**src/rtl/kianv_clint_pkg.sv**
```systemverilog
`default_nettype none
// ============================================================================
//  Module      : kianv_clint_pkg
//  Description : Shared CLINT register offsets, bus FSM states, reset constants.
//  Revision    : 1.0 - initial release
// ============================================================================
package kianv_clint_pkg;

    localparam logic [15:0] MSIP        = 16'h0000;
    localparam logic [15:0] MTIMECMP_LO = 16'h4000;
    localparam logic [15:0] MTIMECMP_HI = 16'h4004;
    localparam logic [15:0] MTIME_LO    = 16'hBFF8;
    localparam logic [15:0] MTIME_HI    = 16'hBFFC;

    localparam logic [63:0] MTIMECMP_RESET = 64'hFFFF_FFFF_FFFF_FFFF;

    typedef enum logic [0:0] {
        ST_IDLE = 1'b0,
        ST_RESP = 1'b1
    } bus_state_e;

    // Per-byte replace of old_v by new_v wherever strb is set.
    function automatic logic [31:0] byte_merge(input logic [31:0] old_v,
                                               input logic [31:0] new_v,
                                               input logic [3:0]  strb);
        logic [31:0] res;
        res = old_v;
        for (int i = 0; i < 4; i++) begin
            if (strb[i]) res[8*i +: 8] = new_v[8*i +: 8];
        end
        return res;
    endfunction

endpackage
`default_nettype wire

```
**src/rtl/kianv_clint_if.sv**
```systemverilog
`default_nettype none
// ============================================================================
//  Module      : kianv_clint_if
//  Description : CPU native memory bus (valid/ready) as seen by the CLINT.
//  Revision    : 1.0 - initial release
// ============================================================================
interface kianv_clint_if;
    logic        mem_valid;
    logic        mem_ready;
    logic [3:0]  mem_wstrb;
    logic [15:0] mem_addr;
    logic [31:0] mem_wdata;
    logic [31:0] mem_rdata;
    logic        access_fault;

    modport master (
        output mem_valid, mem_wstrb, mem_addr, mem_wdata,
        input  mem_ready, mem_rdata, access_fault
    );

    modport slave (
        input  mem_valid, mem_wstrb, mem_addr, mem_wdata,
        output mem_ready, mem_rdata, access_fault
    );
endinterface
`default_nettype wire

```
**src/rtl/kianv_clint_prescaler.sv**
```systemverilog
`default_nettype none
// ============================================================================
//  Module      : kianv_clint_prescaler
//  Description : Divides clk by DIV, one-cycle tick when the count hits DIV-1.
//  Revision    : 1.0 - initial release
// ============================================================================
module kianv_clint_prescaler #(
    parameter int DIV = 1
) (
    input  logic clk,
    input  logic reset,
    output logic tick
);
    // DIV=1 keeps a single bit pinned at zero, so tick is asserted every cycle.
    localparam int CW = (DIV > 1) ? $clog2(DIV) : 1;
    localparam logic [CW-1:0] c_last = CW'(DIV - 1);

    logic [CW-1:0] r_count;

    always_ff @(posedge clk) begin
        if (reset) begin
            r_count <= '0;
        end else if (r_count == c_last) begin
            r_count <= '0;
        end else begin
            r_count <= r_count + CW'(1);
        end
    end

    assign tick = (r_count == c_last);

endmodule
`default_nettype wire

```
**src/rtl/kianv_clint.sv**
```systemverilog
`default_nettype none
// ============================================================================
//  Module      : kianv_clint
//  Description : Core-local interruptor (msip/mtime/mtimecmp) driving IRQ3/IRQ7.
//                Optional macro KIANV_CLINT_TIME_SNAPSHOT_EN: torn-free mtime
//                lo-then-hi reads through a hi-word snapshot register.
//  Revision    : 1.0 - initial release
// ============================================================================
module kianv_clint
    import kianv_clint_pkg::*;
#(
    parameter int CLK_FREQ_HZ   = 50_000_000,
    parameter int TIMER_FREQ_HZ = 1_000_000
) (
    input  logic               clk,
    input  logic               reset,
    kianv_clint_if.slave       bus,
    output logic               IRQ3,
    output logic               IRQ7
);
    localparam int DIV = CLK_FREQ_HZ / TIMER_FREQ_HZ;

    bus_state_e  r_state;
    bus_state_e  w_state_next;
    logic        w_accept;
    logic        w_is_write;
    logic        w_wr;
    logic        w_mapped;
    logic [31:0] w_rdata;
    logic        w_tick;

    logic [63:0] r_mtime;
    logic [63:0] r_mtimecmp;
    logic        r_msip;
    logic        r_irq7;
    logic [31:0] r_rdata;
    logic        r_fault;
    logic [63:0] w_mtime_inc;
    logic [63:0] w_mtime_next;

`ifdef KIANV_CLINT_TIME_SNAPSHOT_EN
    logic [31:0] r_snap;
`endif

    kianv_clint_prescaler #(
        .DIV (DIV)
    ) u_prescaler (
        .clk   (clk),
        .reset (reset),
        .tick  (w_tick)
    );

    assign w_accept   = bus.mem_valid && (r_state == ST_IDLE);
    assign w_is_write = |bus.mem_wstrb;
    assign w_wr       = w_accept && w_is_write;

    always_ff @(posedge clk) begin
        if (reset) r_state <= ST_IDLE;
        else       r_state <= w_state_next;
    end

    always_comb begin
        w_state_next = r_state;
        case (r_state)
            ST_IDLE: if (w_accept) w_state_next = ST_RESP;
            ST_RESP: w_state_next = ST_IDLE;
            default: w_state_next = ST_IDLE;
        endcase
    end

    // Exact offset compare also rejects unaligned addresses.
    always_comb begin
        w_rdata  = '0;
        w_mapped = 1'b1;
        case (bus.mem_addr)
            MSIP:        w_rdata = {31'b0, r_msip};
            MTIMECMP_LO: w_rdata = r_mtimecmp[31:0];
            MTIMECMP_HI: w_rdata = r_mtimecmp[63:32];
            MTIME_LO:    w_rdata = r_mtime[31:0];
`ifdef KIANV_CLINT_TIME_SNAPSHOT_EN
            MTIME_HI:    w_rdata = r_snap;
`else
            MTIME_HI:    w_rdata = r_mtime[63:32];
`endif
            default: begin
                w_rdata  = '0;
                w_mapped = 1'b0;
            end
        endcase
    end

    always_ff @(posedge clk) begin
        if (reset) begin
            r_rdata <= '0;
            r_fault <= 1'b0;
        end else if (w_accept) begin
            r_rdata <= w_is_write ? 32'h0 : w_rdata;
            r_fault <= ~w_mapped;
        end else begin
            r_rdata <= '0;
            r_fault <= 1'b0;
        end
    end

    assign bus.mem_ready    = (r_state == ST_RESP);
    assign bus.mem_rdata    = r_rdata;
    assign bus.access_fault = r_fault;

    // Written bytes override the tick; untouched bytes keep the incremented value.
    always_comb begin
        w_mtime_inc  = w_tick ? (r_mtime + 64'd1) : r_mtime;
        w_mtime_next = w_mtime_inc;
        if (w_wr && (bus.mem_addr == MTIME_LO))
            w_mtime_next[31:0]  = byte_merge(w_mtime_inc[31:0], bus.mem_wdata, bus.mem_wstrb);
        if (w_wr && (bus.mem_addr == MTIME_HI))
            w_mtime_next[63:32] = byte_merge(w_mtime_inc[63:32], bus.mem_wdata, bus.mem_wstrb);
    end

    always_ff @(posedge clk) begin
        if (reset) begin
            r_mtime    <= '0;
            r_mtimecmp <= MTIMECMP_RESET;
            r_msip     <= 1'b0;
            r_irq7     <= 1'b0;
        end else begin
            r_mtime <= w_mtime_next;
            r_irq7  <= (r_mtime >= r_mtimecmp);
            if (w_wr && (bus.mem_addr == MTIMECMP_LO))
                r_mtimecmp[31:0]  <= byte_merge(r_mtimecmp[31:0], bus.mem_wdata, bus.mem_wstrb);
            if (w_wr && (bus.mem_addr == MTIMECMP_HI))
                r_mtimecmp[63:32] <= byte_merge(r_mtimecmp[63:32], bus.mem_wdata, bus.mem_wstrb);
            if (w_wr && (bus.mem_addr == MSIP) && bus.mem_wstrb[0])
                r_msip <= bus.mem_wdata[0];
        end
    end

`ifdef KIANV_CLINT_TIME_SNAPSHOT_EN
    always_ff @(posedge clk) begin
        if (reset) begin
            r_snap <= '0;
        end else if (w_accept && !w_is_write && (bus.mem_addr == MTIME_LO)) begin
            r_snap <= r_mtime[63:32];
        end
    end
`endif

    assign IRQ3 = r_msip;
    assign IRQ7 = r_irq7;

endmodule
`default_nettype wire

```
**src/flat_wrapper.sv**
```systemverilog
// flat-port wrapper written by rule: the top's interface ports become plain ports
module kianv_clint_flat import kianv_clint_pkg::*;
#(
    parameter int CLK_FREQ_HZ   = 50_000_000,
    parameter int TIMER_FREQ_HZ = 1_000_000
)
  (clk, reset, IRQ3, IRQ7, bus_mem_valid, bus_mem_wstrb, bus_mem_addr, bus_mem_wdata, bus_mem_ready, bus_mem_rdata, bus_access_fault);
  kianv_clint_if bus_i ();
  input  logic clk;
  input  logic reset;
  output logic IRQ3;
  output logic IRQ7;
  input wire logic [$bits(bus_i.mem_valid)-1:0] bus_mem_valid;
  input wire logic [$bits(bus_i.mem_wstrb)-1:0] bus_mem_wstrb;
  input wire logic [$bits(bus_i.mem_addr)-1:0] bus_mem_addr;
  input wire logic [$bits(bus_i.mem_wdata)-1:0] bus_mem_wdata;
  output wire logic [$bits(bus_i.mem_ready)-1:0] bus_mem_ready;
  output wire logic [$bits(bus_i.mem_rdata)-1:0] bus_mem_rdata;
  output wire logic [$bits(bus_i.access_fault)-1:0] bus_access_fault;
  assign bus_i.mem_valid = bus_mem_valid;
  assign bus_i.mem_wstrb = bus_mem_wstrb;
  assign bus_i.mem_addr = bus_mem_addr;
  assign bus_i.mem_wdata = bus_mem_wdata;
  assign bus_mem_ready = bus_i.mem_ready;
  assign bus_mem_rdata = bus_i.mem_rdata;
  assign bus_access_fault = bus_i.access_fault;
  kianv_clint #(.CLK_FREQ_HZ(CLK_FREQ_HZ), .TIMER_FREQ_HZ(TIMER_FREQ_HZ)) u_core (.clk(clk), .reset(reset), .bus(bus_i), .IRQ3(IRQ3), .IRQ7(IRQ7));
endmodule
```
**config.mk**
```make
export PLATFORM = sky130hd
export DESIGN_NAME = kianv_clint_flat
export DESIGN_NICKNAME = d
export VERILOG_FILES = /design/src/rtl/kianv_clint_pkg.sv /design/src/rtl/kianv_clint_if.sv /design/src/rtl/kianv_clint_prescaler.sv /design/src/rtl/kianv_clint.sv /design/src/flat_wrapper.sv
export SDC_FILE = /design/constraint.sdc
export NUM_CORES = 1
export LEC_CHECK = 0
export ABC_AREA = 0
export CAP_MARGIN = 10
export CORE_MARGIN = 1.5
export CORE_UTILIZATION = 30
export DETAILED_ROUTE_END_ITERATION = 8
export PLACE_DENSITY_LB_ADDON = 0.08
export SLEW_MARGIN = 20
export SYNTH_ARGS = -nofsm -noshare
export SYNTH_HDL_FRONTEND = slang
export SYNTH_SLANG_ARGS = --single-unit
```
**constraint.sdc**
```tcl
create_clock -name clk -period 2.3 [get_ports clk]
set_clock_uncertainty 0.05 [all_clocks]
set_input_delay 0.46 -clock clk [delete_from_list [all_inputs] [get_ports clk]]
set_output_delay 0.46 -clock clk [all_outputs]
set_load 0.01 [all_outputs]
```
==> Word level (Yosys, flattened, before mapping) <==
Cells that the tools add are included.
{ "op_classes": {"add_sub_neg": 2, "n_mul": 0, "n_div": 0, "order_cmp": 1, "n_eq_ne": 5, "shifts": 0, "mux": 15, "bitwise_logic": 3, "reduce_logical": 22} }
{ "op_table": {"columns": ["operator", "n"], "rows": [
  ["$pmux W32 S5", 1],
  ["$add A64 B1 Y64 const B", 1],
  ["$ge A64 B64 Y1", 1],
  ["$mux W32", 2],
  ["$mux W64", 1],
  ["$mux W8", 8],
  ["$eq A16 B15 Y1 const B", 2],
  ["$eq A16 B16 Y1 const B", 2],
  ["$logic_not A16 Y1", 1],
  ["$reduce_and A2 Y1", 8],
  ["$logic_and A1 B1 Y1", 8],
  ["$add A6 B1 Y6 const B", 1],
  ["$eq A6 B6 Y1 const B", 1],
  ["$reduce_or A6 Y1", 1],
  ["$reduce_or A5 Y1", 1],
  ["$reduce_or A2 Y1", 2],
  ["$reduce_or A4 Y1", 1],
  ["$not A1 Y1", 3],
  ["$mux W1", 2],
  ["$pmux W1 S2", 1]
]} }
{ "totals": {"regBits": 170, "latchBits": 0, "mem_bits_rw": 0, "mem_bits_ro": 0, "inputBits": 55, "wordCells": 63, "memories": 0} }

==> Depth between registers and ports, before layout <==
{ "logic_depth": {"word_depth": 5, "mapped_depth": 10, "ltp_nobuf": 8} }

==> Modules after synthesis <==
A second synthesis with hierarchy kept.
{ "hier_totals": {"cells_unflattened": 1080, "area_unflattened_um2": 9287.7} }
{ "by_module_without_submodules": {"columns": ["module", "n_inst", "cells_each", "area_per_inst_um2", "seq_area_each_um2"], "rows": [
  ["kianv_clint", 1, 1053, 9032.4, 3283.1],
  ["kianv_clint_prescaler", 1, 27, 255.2, 120.1]
]} }

==> Least setup slack after synthesis <==
OpenSTA, ideal clock, no wires.
{ "synth_path": {"path_kind": "reg-to-reg", "start": "register u_core.u_prescaler.r_count[0]", "end": "register u_core.r_mtime[61]", "setup_ns": 0.091, "t_arrival_ns": 2.040, "required_ns": 2.159, "path_slack_ns": 0.119, "path_stages_with_launch": 9, "path_buffers": 1, "period_less_slack_ns": 2.181, "cell_sequence": "dfxtp_1 -> ha_1 -> and4bb_2 -> and4_1 -> buf_4 -> nand4_1 -> or3_1 -> or3_1 -> a311oi_1"} }
{ "synth_via": {"elab_chain_cells": 4} }
{ "synth_lines": {"columns": ["element", "line_no", "text"], "rows": [
  ["start: declaration", "kianv_clint_prescaler.sv:18", "logic [CW-1:0] r_count;"],
  ["start signal: assignment", "kianv_clint_prescaler.sv:26", "r_count <= r_count + CW'(1);"],
  ["$eq A6 B6 Y1 *", "kianv_clint_prescaler.sv:30", "assign tick = (r_count == c_last);"],
  ["$mux W64 *", "kianv_clint.sv:111", "w_mtime_inc = w_tick ? (r_mtime + 64'd1) : r_mtime;"],
  ["$mux W8", "kianv_clint_pkg.sv:29", "if (strb[i]) res[8*i +: 8] = new_v[8*i +: 8];"],
  ["$mux W32 *", "kianv_clint.sv:115", "if (w_wr && (bus.mem_addr == MTIME_HI))"],
  ["end signal: assignment", "kianv_clint.sv:126", "r_mtime <= w_mtime_next;"],
  ["end: declaration", "kianv_clint.sv:32", "logic [63:0] r_mtime;"]
]} }
Every way passes the cells marked *; elsewhere a longest branch is shown, timed or not.
A chain may end at the register's enable or synchronous reset.

==> Worst setup path after layout <==
{ "layout_path": {"start": "register u_core.u_prescaler.r_count[1]", "end": "register u_core.r_mtime[61]"} }
The elaborated chain is that of the path after synthesis.

==> summary.md <==
| Metric | Value |
|---|---|
| Worst slew pin tran | `approximately 560 ps` |
| Chip Width | `roughly 180 µm` |
| Slew margin rel. | `just over 60%` |
| CTS buffer count | `17` |
| IO Port Bufs | `90` |
| Most frequent cells in the layout | `164 x dfxtp_1, 150 x buf_4, 125 x nor2_1, 112 x nand2_1, 88 x clkdlybuf4s50_1` |
| GRT Residual Overflow | `0` |
| Number of global-route vias before repair | `8630` |
| Largest net degree at the start of global routing | `66` |
| Final setup margin | `84.1 ps` |
| Final setup viols | `0` |
| Vias | `around 8800` |
| RSZ-0062 raised after global routing | `yes` |
| CTS tree | `built` |
| R2R Setup Slk | `~84 ps` |
| Int Power | `approximately 4.7 mW` |
| Worst hold path type | `in -> reg` |
| Die area | `32200 µm²` |
| Routed vias/inst | `~5.1` |
| Combinational share of power | `around 4.7%` |
| Status | `complete, no violations` |
| Setup crit start kind | `flip-flop` |
| Die height | `179 µm` |
| Clk sinks | `between 150 and 200` |
| First-pass GRT wire length | `approximately 50 mm` |
| Seq cells post-synth | `between 150 and 200` |
| Worst hold start | `reset` |
| Max Root-Sink Buffers | `2` |
| Sw Ratio | `around a quarter` |
| Worst path arrival time | `2520 ps` |
| Initial antenna violation count | `0` |
| Core box area | `30600 µm²` |
| Top FF cell, synth | `dfxtp_1` |
| Maximum vdd ir drop | `around 500 µV` |
| CTS root buf | `clkbuf_16` |
| Syn Inst Count | `1103` |
| Hold Path Depth | `2` |
| I/O pin count | `roughly 90` |
| Final WL | `around 32 mm` |
| Yosys warns | `0` |
| Sequential share of the synthesized area | `a little over a third` |
| FF-to-FF path depth | `8` |
| Maximum fanout along the worst path | `4` |
| All-layer global routing usage | `about a fifth` |
| Fill cells | `around 3200` |
| DP Wirelength | `approximately 24 mm` |
| Syn Std Cell Area | `9330 µm²` |
| Clock Pin Slew Worst Setup and Hold Paths | `70 ps` |
| CP Capture Type | `flip-flop` |
| Net Sw Power | `~1.4 mW` |
| Worst skew pair latency | `approximately 440 ps` |
| Hold EP | `u_core.bus.mem_ready` |
| Post-synth EDFFs | `0` |
| Initial Utilization | `30.5%` |
| Antenna Nets Post-Route | `0` |
| Fin crit share | `between 90% and 100%` |
| GP Congestion | `between 0.8 and 0.9` |
| Pwr/cell area | `between 400 and 500 nW/µm²` |
| Achievable Freq | `451 MHz` |
| WHS | `~350 ps` |
| Rows | `64` |
| Post-place setup slack | `-291 ps` |
| Drt first-iter violations | `607` |
| Asr flop ratio synth | `0%` |
| Wire per inst | `approximately 19 µm` |
| Syn_area_per_cell | `between 8 and 9 µm²` |
| Reg-to-Reg End | `u_core.r_mtime[61]` |
| Clock share of power | `47.4%` |
| Layout cells sized above 1 | `between 20% and 30%` |
| Req. time, crit path | `about 2600 ps` |
| Sequential group share of total power | `between 40% and 50%` |
| Reg2Reg Launch Point | `u_core.u_prescaler.r_count[1]` |
| Commonest non-fill, non-tap cell in the layout | `dfxtp_1` |
| Slew Limit Fails | `0` |
| Pleak | `5.35 nW` |
| Critical path type | `reg -> reg` |
| Hold Vio Cnt, Final | `0` |
| Net Count, Synth | `1225` |
| Diodes inserted | `0` |
| Post-layout minimum cycle time | `between 2000 and 2500 ps` |
| CTS H-tree lvls | `4` |
| DRC | `0` |
| Max_cap viols | `0` |
| Nets | `1430` |
| Area delta synth->final | `34.4%` |
| DR pass1 iterations | `5` |
| Synth unique cells | `51` |
[power groups by stage]
stage	Clock, mW	Sequential [mW]	Combinational, mW
after floorplan	0	3.02	0.0777
after global placement	0	3.02	0.289
after detailed placement	0	3.02	0.288
after CTS	3.01	2.95	0.289
after global routing	3.12	2.95	0.308
final	2.92	2.95	0.290
[sequential cells by signal (all words and copies together), names as in the netlist]
signal,count
u_core.r_mtimecmp,64
u_core.bus.access_fault,1
u_core.IRQ3,1
u_core.bus.mem_rdata,32
u_core.bus.mem_ready,1
u_core.u_prescaler.r_count,6
u_core.r_mtime,64
u_core.IRQ7,1
[worst max path at each step]
stage | start | end | slack (ps) | cells after the start
after floorplan | u_core.u_prescaler.r_count[0] | u_core.r_mtime[61] | 120 | 8
after CTS | u_core.r_mtime[0] | u_core.IRQ7 | 0.6 | 9
after global placement | bus_mem_addr[11] | u_core.r_mtimecmp[16] | -270 | 10
after global routing | u_core.u_prescaler.r_count[1] | u_core.r_mtime[38] | -70 | 9
after detailed placement | bus_mem_addr[11] | u_core.r_mtimecmp[17] | -290 | 9
final | u_core.u_prescaler.r_count[1] | u_core.r_mtime[61] | 80 | 8
[per-layer routing]
metal	vias up	track usage (%)	routed length (µm)
li1	4419	-	-
met1	4169	28.3	15400
met2	150	34.0	14900
met3	22	3.59	1110
met4	0	5.20	430
met5	-	0	0
[final cells by class]
type	instances	area (µm²)	share of cell area (%)
Sequential cell	170	3410	27.2
Multi-Input combinational cell	790	5530	44.1
Clock inverter	12	124	0.987
Inverter	77	289	2.30
Clock buffer	20	457	3.64
Timing Repair Buffer	252	2240	17.9
Tap cell	396	495	3.95
[timing repair]
item / in CTS / in global routing
buffers inserted: 1 / 4
resized for setup: 12 / 31
pin swaps: 1 / 22
endpoints found under the setup margin: 5 / 60
hold buffers: 0 / 0
[synthesized netlist by cell type, drive strengths merged, types with 2 or more instances]
| cell | n | area [µm²] |
|---|---|---|
| o21ai | 22 | 110 |
| clkbuf | 53 | 200 |
| and4bb | 2 | 25.0 |
| buf | 13 | 67.6 |
| nand3 | 40 | 205 |
| and4 | 12 | 105 |
| a222oi | 31 | 310 |
| xor2 | 26 | 228 |
| nor3 | 20 | 100 |
| nor2 | 128 | 488 |
| a311oi | 6 | 52.6 |
| o211ai | 63 | 473 |
| a221oi | 4 | 35.0 |
| mux2 | 28 | 315 |
| nor4 | 18 | 149 |
| ha | 67 | 838 |
| mux2i | 4 | 40.0 |
| and3 | 18 | 114 |
| a21oi | 23 | 115 |
| nand3b | 2 | 18.8 |
| nor2b | 4 | 25.0 |
| a211oi | 60 | 450 |
| xnor2 | 36 | 315 |
| inv | 77 | 289 |
| nand2 | 112 | 420 |
| nand2b | 3 | 18.8 |
| and2 | 8 | 50.1 |
| or3 | 9 | 61.3 |
| nand4 | 32 | 200 |
| dfxtp | 170 | 3400 |
[worst max-delay path, stage by stage, from the launching register on]
cell and delay (ps):
dfxtp_2 320, inv_2 60, ha_4 110, and4bb_2 280, and4_4 260, nand4_1 130, or3_4 410, or3_1 310
a311oi_1 200
[metrics by stage]
stage | instance area [µm²] | utilization [%] | TNS (ps) | instances | total power, mW
after global placement | 11800 | 38.5 | -25180 | 1680 | 3.31
after CTS | 12400 | 40.5 | 0 | 1713 | 6.25
after detailed placement | 11800 | 38.5 | -28020 | 1680 | 3.31
final | 12500 | 41.0 | 0 | 1717 | 6.17
after global routing | 12500 | 41.0 | -131 | 1717 | 6.39
after floorplan | 9330 | - | 0 | 1103 | 3.10
[logic make-up (layout without fill, tap and decap cells)]
logic type | after synthesis | count (layout) | share of synthesized area, %
fa+ha+maj | 67 | 67 | 8.98
buf+inv | 143 | 361 | 5.97
mux | 32 | 32 | 3.81
xor+xnor | 62 | 62 | 5.82
flops | 170 | 170 | 36.5
compound gates | 216 | 216 | 17.2
simple gates | 413 | 413 | 21.7
No activity file was read; power rests on OpenSTA's default activity.
